File: src/rtl/buffer_serializer.sv
// Parallel-to-serial unloader: captures a packed block of BUF_SIZE words in one
// cycle, then streams them out word 0 first over a valid/ready handshake.
module buffer_serializer #(
  parameter int WIDTH     = 8,
  parameter int BUF_SIZE  = 80,
  parameter int CNT_WIDTH = 7
) (
  input  logic                      clk,
  input  logic                      rst_n,
  input  logic                      load,
  input  logic [BUF_SIZE*WIDTH-1:0] buf_in,
  output logic                      ld_ready,
  input  logic                      abort,
  output logic                      out_valid,
  input  logic                      out_ready,
  output logic [WIDTH-1:0]          out_data,
  output logic                      out_last,
  output logic                      done
);

  typedef enum logic {
    IDLE = 1'b0,
    SEND = 1'b1
  } state_e;

  localparam logic [CNT_WIDTH-1:0] LAST_PTR = CNT_WIDTH'(BUF_SIZE - 1);

  state_e               state_q, state_d;
  logic [CNT_WIDTH-1:0] rd_ptr_q, rd_ptr_d;
  logic                 done_q, done_d;
  logic [WIDTH-1:0]     shadow_q [BUF_SIZE];
  logic                 at_last;
  logic                 accept;

  assign at_last = (state_q == SEND) && (rd_ptr_q == LAST_PTR);
  assign accept  = (state_q == IDLE) && load && !abort;

  // NOTE: sequential state uses non-blocking assignments so every register
  // samples the pre-edge values regardless of process ordering.
  always_ff @(posedge clk or negedge rst_n) begin
    if (!rst_n) begin
      state_q  <= IDLE;
      rd_ptr_q <= '0;
      done_q   <= 1'b0;
    end else begin
      state_q  <= state_d;
      rd_ptr_q <= rd_ptr_d;
      done_q   <= done_d;
    end
  end

  // NOTE: the shadow array is cleared on reset so out_data reads 0 straight
  // out of reset instead of stale or unknown data.
  always_ff @(posedge clk or negedge rst_n) begin
    if (!rst_n) begin
      for (int k = 0; k < BUF_SIZE; k++) shadow_q[k] <= '0;
    end else if (accept) begin
      for (int k = 0; k < BUF_SIZE; k++) shadow_q[k] <= buf_in[WIDTH*k +: WIDTH];
    end
  end

  // NOTE: every signal gets a default before the branches so no latch is inferred.
  always_comb begin
    state_d  = state_q;
    rd_ptr_d = rd_ptr_q;
    done_d   = 1'b0;
    if (abort) begin
      state_d  = IDLE;
      rd_ptr_d = '0;
    end else begin
      unique case (state_q)
        IDLE: begin
          if (load) begin
            state_d  = SEND;
            rd_ptr_d = '0;
          end
        end
        SEND: begin
          if (out_ready) begin
            if (at_last) begin
              state_d  = IDLE;
              rd_ptr_d = '0;
              done_d   = 1'b1;
            end else begin
              rd_ptr_d = rd_ptr_q + 1'b1;
            end
          end
        end
        default: begin
          state_d  = IDLE;
          rd_ptr_d = '0;
        end
      endcase
    end
  end

  // Outputs decode registered state only; out_ready and load never reach them.
  always_comb begin
    ld_ready  = (state_q == IDLE);
    out_valid = (state_q == SEND);
    out_last  = at_last;
    done      = done_q;
    out_data  = shadow_q[rd_ptr_q];
  end

endmodule

File: config.mk
export PLATFORM = sky130hd
export DESIGN_NAME = buffer_serializer
export DESIGN_NICKNAME = d
export VERILOG_FILES = /design/src/rtl/buffer_serializer.sv
export SDC_FILE = /design/constraint.sdc
export NUM_CORES = 1
export LEC_CHECK = 0
export CAP_MARGIN = 20
export CORE_AREA = 2 2 254 256
export CTS_CLUSTER_DIAMETER = 50
export DETAILED_ROUTE_END_ITERATION = 7
export DIE_AREA = 0 0 256 258
export DONT_BUFFER_PORTS = 1
export PLACE_DENSITY = 0.66
export SYNTH_ARGS = -nofsm -noshare
export SYNTH_HDL_FRONTEND = slang
export SYNTH_SLANG_ARGS = --single-unit
File: constraint.sdc
create_clock -name clk -period 2.3 [get_ports clk]
set_input_delay 0.46 -clock clk [delete_from_list [all_inputs] [get_ports clk]]
set_output_delay 0.46 -clock clk [all_outputs]
set_load 0.005 [all_outputs]
==> out/results.ini, run 1 <==
[clocking]
clock-sinks=649
cts_resized=64
post_cts_buffers=7
h-tree-depth=3
hold_buffers=564
clockRootBuffer=clkbuf_16
clock_path_buffers=3
cts_made_buffers=81

[place]
preCtsSetupSlack_ns=-0.835
port_buffers=0
routabilityCongestion=0.917
place_hpwl_um=62500

[synth]
synthTopCellsByCount=649 x dfrtp_1, 648 x mux2_2, 161 x mux4_2
synth_top_family_by_area=multiplexers
synthSimpleGateAreaFrac=0.0128
synth.most_common_cell=dfrtp_1
avgSynthCellArea_sq_um=16.6
synth-main-ff-cell=dfrtp_1
ys_ff_latch=649
synth.area.mux_share=0.396
yosysTopAreaCellShare=0.553
syn_inst=1766
ys_types=44
synth_edf_count=0
synth_nets=2412
syn_area_sq_um=29300
yosysWarnings=0
synth_top_area_cell=dfrtp_1
ys_top_cells_by_area=dfrtp_1 55%, mux2_2 25%, mux4_2 12%
synth_fa_ha_area_frac=0.000426
async_reset_ff_frac=1.00
synth_compound_area_frac=0.0124
yosysSeqAreaShare=0.553
synth_xor_area_frac=0.00149

[floorplanning]
pin_count=657
die_x_um=256
die_y_um=258
start_util=0.461
row_count=93

[outcome]
status=stopped before the end
error=[ERROR RSZ-0060] Max buffer count reached.
lastStage=clock tree synthesis (4_1_cts)

[metrics by stage]
step | std cells | TNS (ns) | util | instance area, sq um | hold slack [ns]
floorplan | 1766 | -1.23 | - | 29400 | 0.164
detailed placement | 2660 | -5.22 | 0.495 | 31500 | 0.186
global placement | 2660 | -5.22 | 0.495 | 31500 | 0.184
[kinds of logic after synthesis]
family,count (synthesis)
compound gates,52
xor+xnor,5
fa+ha+maj,1
buf+inv,131
flops,649
mux,850
simple gates,78
==> run 2: changes to the inputs <==
--- a/config.mk
+++ b/config.mk
@@ -6,12 +6,11 @@
 export NUM_CORES = 1
 export LEC_CHECK = 0
 export CAP_MARGIN = 20
-export CORE_AREA = 2 2 254 256
-export CTS_CLUSTER_DIAMETER = 50
+export CORE_MARGIN = 2
+export CORE_UTILIZATION = 40
 export DETAILED_ROUTE_END_ITERATION = 7
-export DIE_AREA = 0 0 256 258
 export DONT_BUFFER_PORTS = 1
-export PLACE_DENSITY = 0.66
+export PLACE_DENSITY_LB_ADDON = 0.15
 export SYNTH_ARGS = -nofsm -noshare
 export SYNTH_HDL_FRONTEND = slang
 export SYNTH_SLANG_ARGS = --single-unit
==> constraint.sdc (replaced) <==
create_clock -name clk -period 3 [get_ports clk]
set_input_delay 0.6 -clock clk [delete_from_list [all_inputs] [get_ports clk]]
set_output_delay 0.6 -clock clk [all_outputs]
set_load 0.005 [all_outputs]
==> out/results.ini, run 2 <==
[outcome]
status=finished, violations left
violations=negative hold slack, max-slew violations, negative setup slack

[clocking]
cts_made_buffers=75
h-tree-depth=3
cts.clk_slew.worst_paths_ns=0.06
clockRootBuffer=clkbuf_16
clock_latency_ns=0.61
cts_tree=built
clock_path_buffers=3
clock-sinks=649

[place]
dp_cells=2694
place_hpwl_um=65600
routabilityCongestion=0.833
port_buffers=0

[worst_setup_path]
crit_type=reg -> out
r2r_start=rd_ptr_q[0]
cp_max_fo=10
cpMostUsedCell=mux4_2
reg2regPathDepth=8
startpoint_type=flip-flop
crit_chain=buf_4 > bufbuf_16 > mux4_2 > mux4_2 > a22oi_2 > nand3_2
rrSetupSlack_ns=0.93
worstPathArrival_ns=3.11
cp-startpoint=rd_ptr_q[0]
crit_path_max_incr_delay_ns=0.63
worstReg2RegEnd=rd_ptr_q[0]
critPathRequiredTime_ns=2.40
crit_path_end_kind=output port
crit_path_top_delay_cell=mux4_2

[synth]
synth_nets=2412
synth_edf_count=0
synth-main-ff-cell=dfrtp_1
ys_ff_latch=649
syn_inst=1766
synth.most_common_cell=dfrtp_1
yosysSeqAreaShare=0.553
avgSynthCellArea_sq_um=16.6
async_reset_ff_frac=1.00
synthTopCellsByCount=649 x dfrtp_1, 648 x mux2_2, 161 x mux4_2
ys_top_cells_by_area=dfrtp_1 55%, mux2_2 25%, mux4_2 12%
ys_types=44
syn_area_sq_um=29300
yosysTopAreaCellShare=0.553
yosysWarnings=0
synth_top_area_cell=dfrtp_1

[grt]
grtUsageTotal=0.232
grt_first_pass_wirelength_um=126000
grt_max_degree=650
gr-total-overflow=0
grt_pass1_vias=17700
antenna_found_initial=59

[routing]
vias=16200
wl_per_cell_um=30.7
drc=0
first_iter_violations=906
routed_wirelength_um=89000
drt.antenna.violating_nets=0
viasPerCell=5.58
drt_first_pass_iters=5

[cells_and_area]
area_delta_synth_final_pct=17.3
reg.largest.list=shadow_q: 640 flops, rd_ptr_q: 7 flops
layout_commonest_cell=mux2_2
final_cell_mix=646 x mux2_2, 644 x dfrtp_1, 165 x mux4_2
largest_reg_flops=640
fin_cells=2901
nets=2492
largest-register=shadow_q
final_layout_size_suffix_gt1_frac=0.580

[floorplanning]
core_area_sq_um=72800
start_util=0.403
pin_count=657
die_x_um=275
dieArea_sq_um=75600
die_y_um=275
row_count=99

[run]
drv_cap=0

[power]
vdd_drop_max_mv=0.459
p_total_mw=24.4
leakagePower_nw=13.5
p_per_area_nw_per_um2=709

[sta]
fin_crit_ns=3.71
fmax_ghz=0.270
setup_ws_ns=-0.709
rsz0062_at_grt=yes
hold_violations=219
worstMarginPinSlew_ns=2.86
hold_ws_ns=-0.314
period_share=1.24
setup_viol=8
drv_slew=418
clock_skew_ns=0.0195
relSlewSlack=-0.906

[hold_path]
min_path_type=in -> async

run 2: cell counts after synthesis:
No cell type changed its count.
run 2: metal layers:
layer | track usage | routed length, um
met5 | 0 | 347
met3 | 0.0779 | 6860
met4 | 0.0677 | 2280
met1 | 0.280 | 34500
met2 | 0.396 | 45000
run 2: final cells by class:
cell class / count / area, sq um
multi-input combinational: 986 / 12700
inverter: 4 / 15.0
clock buffer: 109 / 2200
clock inverter: 27 / 393
tap: 959 / 1200
sequential: 649 / 16300
antenna: 37 / 92.6
fill: 6233 / 38400
timing repair buffer: 130 / 1620
run 2: report_power, final:
| part | leakage [nW] | internal [mW] | switching [mW] |
|---|---|---|---|
| combinational | 4.63 | 2.32 | 1.15 |
| clock | 1.26 | 5.80 | 3.73 |
| sequential | 7.66 | 10.4 | 0.975 |
run 2: per-stage QoR:
stage | instance area, sq um | hold slack [ns] | setup slack (ns) | setup TNS [ns] | util
2_1_floorplan | 29300 | 0.304 | 0.309 | 0 | -
3_3_place_gp | 30900 | 0.318 | -0.317 | -1.79 | 0.425
5_1_grt | 34400 | -0.352 | -0.773 | -5.89 | 0.472
3_5_place_dp | 30900 | 0.322 | -0.362 | -1.81 | 0.425
6_report | 34400 | -0.314 | -0.709 | -5.08 | 0.473
4_1_cts | 34300 | -0.358 | -0.753 | -5.74 | 0.471
run 2: worst max path at each step:
stage,slack [ns],end
floorplan,0.31,out_data[1]
global placement,-0.32,out_data[0]
detailed placement,-0.36,out_data[2]
CTS,-0.75,out_data[3]
global route,-0.77,out_data[3]
finish,-0.71,out_data[1]
run 2: timing repair:
action,4_1_cts,5_1_grt
endpoints found under the setup margin,9,9
gates cloned,8,0
hold endpoints to repair,649,649
gates resized for setup,61,16
pin swaps,16,8
setup buffers,27,2
run 2: kinds of logic (layout without fill, tap and decap cells):
group                      count (synthesis)  count (layout)  share of synthesized area
xor gates and xnor gates                   5               5                    0.00149
other                                      0              37                          0
buffers and inverters                    131             270                     0.0233
AOI/OAI and AO/OA                         52              52                     0.0124
DFF                                      649             649                      0.553
and+or+nand+nor                           78              78                     0.0128
muxes                                    850             850                      0.396
adders and majority gates                  1               1                   0.000426
run 2: worst max-delay path: cells and delay by family, from the launching register on:
kind	cells	cell delay (ns)
buffers and inverters	2	0.45
and+or+nand+nor	1	0.19
DFF	1	0.53
muxes	2	1.15
AOI/OAI and AO/OA	1	0.18
Power figures use the tool's default switching activity.
==> run 3: changes to the inputs <==
--- a/config.mk
+++ b/config.mk
@@ -11,6 +11,7 @@
 export DETAILED_ROUTE_END_ITERATION = 7
 export DONT_BUFFER_PORTS = 1
 export PLACE_DENSITY_LB_ADDON = 0.15
+export SETUP_SLACK_MARGIN = 0.05
 export SYNTH_ARGS = -nofsm -noshare
 export SYNTH_HDL_FRONTEND = slang
 export SYNTH_SLANG_ARGS = --single-unit
==> constraint.sdc (replaced) <==
create_clock -name clk -period 4.1 [get_ports clk]
set_input_delay 0.82 -clock clk [delete_from_list [all_inputs] [get_ports clk]]
set_output_delay 0.82 -clock clk [all_outputs]
set_load 0.005 [all_outputs]
==> out/results.ini, run 3 (same netlist as run 2, synthesis figures left out) <==
[sta]
setup_viol=0
clock_skew_ns=0.0231
hold_ws_ns=-0.0970
setup-tns-final_ns=0
fin_crit_ns=3.96
period_share=0.966
rsz0062_at_grt=yes
fmax_ghz=0.253
drv_slew=293
hold_violations=100
relSlewSlack=-0.580
setup_ws_ns=0.141
worstMarginPinSlew_ns=2.37

[clocking]
clock_latency_ns=0.62
cts_made_buffers=74
clock-sinks=649
clock_path_buffers=3
cts.clk_slew.worst_paths_ns=0.06
clockRootBuffer=clkbuf_16
h-tree-depth=3
cts_tree=built

[worst_setup_path]
reg2regPathDepth=5
cp_max_fo=6
worstPathArrival_ns=3.14
crit_type=reg -> out
startpoint_type=flip-flop
crit_path_end_kind=output port
worstReg2RegEnd=shadow_q[31]
critPathRequiredTime_ns=3.28
r2r_start=out_valid
rrSetupSlack_ns=1.59

[cells_and_area]
area_delta_synth_final_pct=13.8
final_layout_size_suffix_gt1_frac=0.555
final_area_sq_um=33400
largest_reg_flops=640
final_cell_mix=648 x mux2_2, 644 x dfrtp_1, 161 x mux4_2
reg.largest.list=shadow_q: 640 flops, rd_ptr_q: 7 flops
fillers=6330
fin_cells=2834
layout_commonest_cell=mux2_2
final_util=0.459
largest-register=shadow_q
nets=2430

[routing]
drc=0
drt.antenna.violating_nets=0
drt_first_pass_iters=4
wl_per_cell_um=31.2
routed_wirelength_um=88300
viasPerCell=5.60
first_iter_violations=943
vias=15900

[place]
routabilityCongestion=0.842
preCtsSetupSlack_ns=-0.00532
place_hpwl_um=64900
port_buffers=0
dp_cells=2648
placed_area_sq_um=30400

[floorplanning]
row_count=99
die_y_um=275
die_x_um=275
pin_count=657
dieArea_sq_um=75600
core_area_sq_um=72800
start_util=0.403

[outcome]
violations=negative hold slack, max-slew violations
status=finished, violations left

[grt]
gr-usage-met2=0.390
grt_pass1_vias=17600
antenna_found_initial=73
grtUsageMet3=0.0933
grtUsageTotal=0.229
use_met1=0.264
grt_max_degree=650
grt_first_pass_wirelength_um=124000
top_usage_layer=met2
gr-total-overflow=0

[power]
p_total_mw=17.4
p_per_area_nw_per_um2=521
vdd_drop_max_mv=0.354
leakagePower_nw=13.1

[hold_path]
min_path_type=in -> async

[run]
drv_cap=0

-- run 3: changes by cell type in the layout (fill, tap and decap cells not counted), sizes merged --
cell,previous run,this run
bufbuf,4,1
buf,126,66
inv,6,4
clkinv,13,15
clkbuf,109,113
clkinvlp,4,1
diode,37,36
bufinv,8,4
-- run 3: timing repair --
| item | CTS | global route |
|---|---|---|
| endpoints found under the hold margin | 649 | 196 |
| pin swaps | 3 | 4 |
| cloned | 1 | 2 |
| resized for setup | 29 | 12 |
| buffers inserted | 10 | 6 |
| setup endpoints to repair | 8 | 8 |
-- run 3: worst max path at each step --
stage / from / endpoint / slack [ns] / depth (start not counted)
after floorplan: rd_ptr_q[1] / out_data[1] / 1.19 / 7
after global placement: rd_ptr_q[0] / out_data[2] / 0.1 / 9
after detailed placement: rd_ptr_q[0] / out_data[2] / -0.005 / 9
after CTS: rd_ptr_q[3] / out_data[2] / 0.007 / 7
after global routing: rd_ptr_q[0] / out_data[6] / 0.02 / 7
final: rd_ptr_q[0] / out_data[4] / 0.14 / 7
-- run 3: cell type report --
class / count / area, sq um / share of cell area
sequential: 649 / 16300 / 0.487
multi-input combinational: 986 / 12600 / 0.376
clock buffer: 111 / 2200 / 0.0660
tap: 959 / 1200 / 0.0359
timing repair buffer: 69 / 811 / 0.0243
clock inverter: 20 / 251 / 0.00753
antenna: 36 / 90.1 / 0.00270
inverter: 4 / 15.0 / 0.000450
-- run 3: metal layers --
metal  vias to the layer above  wire [um]
met3                       173       7670
li1                       6774          -
met2                       493      45400
met5                         -        495
met4                        74       1950
met1                      8351      32800
-- run 3: worst max-delay path: stages, from the launching register on --
cell	delay, ns
dfrtp_4	0.46
buf_4	0.20
buf_4	0.20
mux4_2	0.56
mux4_2	0.53
o22ai_2	0.22
a211o_1	0.23
nand3_4	0.13
-- run 3: where the power goes --
part / switching, mW / total [mW] / internal (mW)
Clock: 2.67 / 6.65 / 3.98
Combinational: 0.812 / 2.42 / 1.61
Sequential: 0.703 / 8.33 / 7.63
Total: 4.19 / 17.4 / 13.2
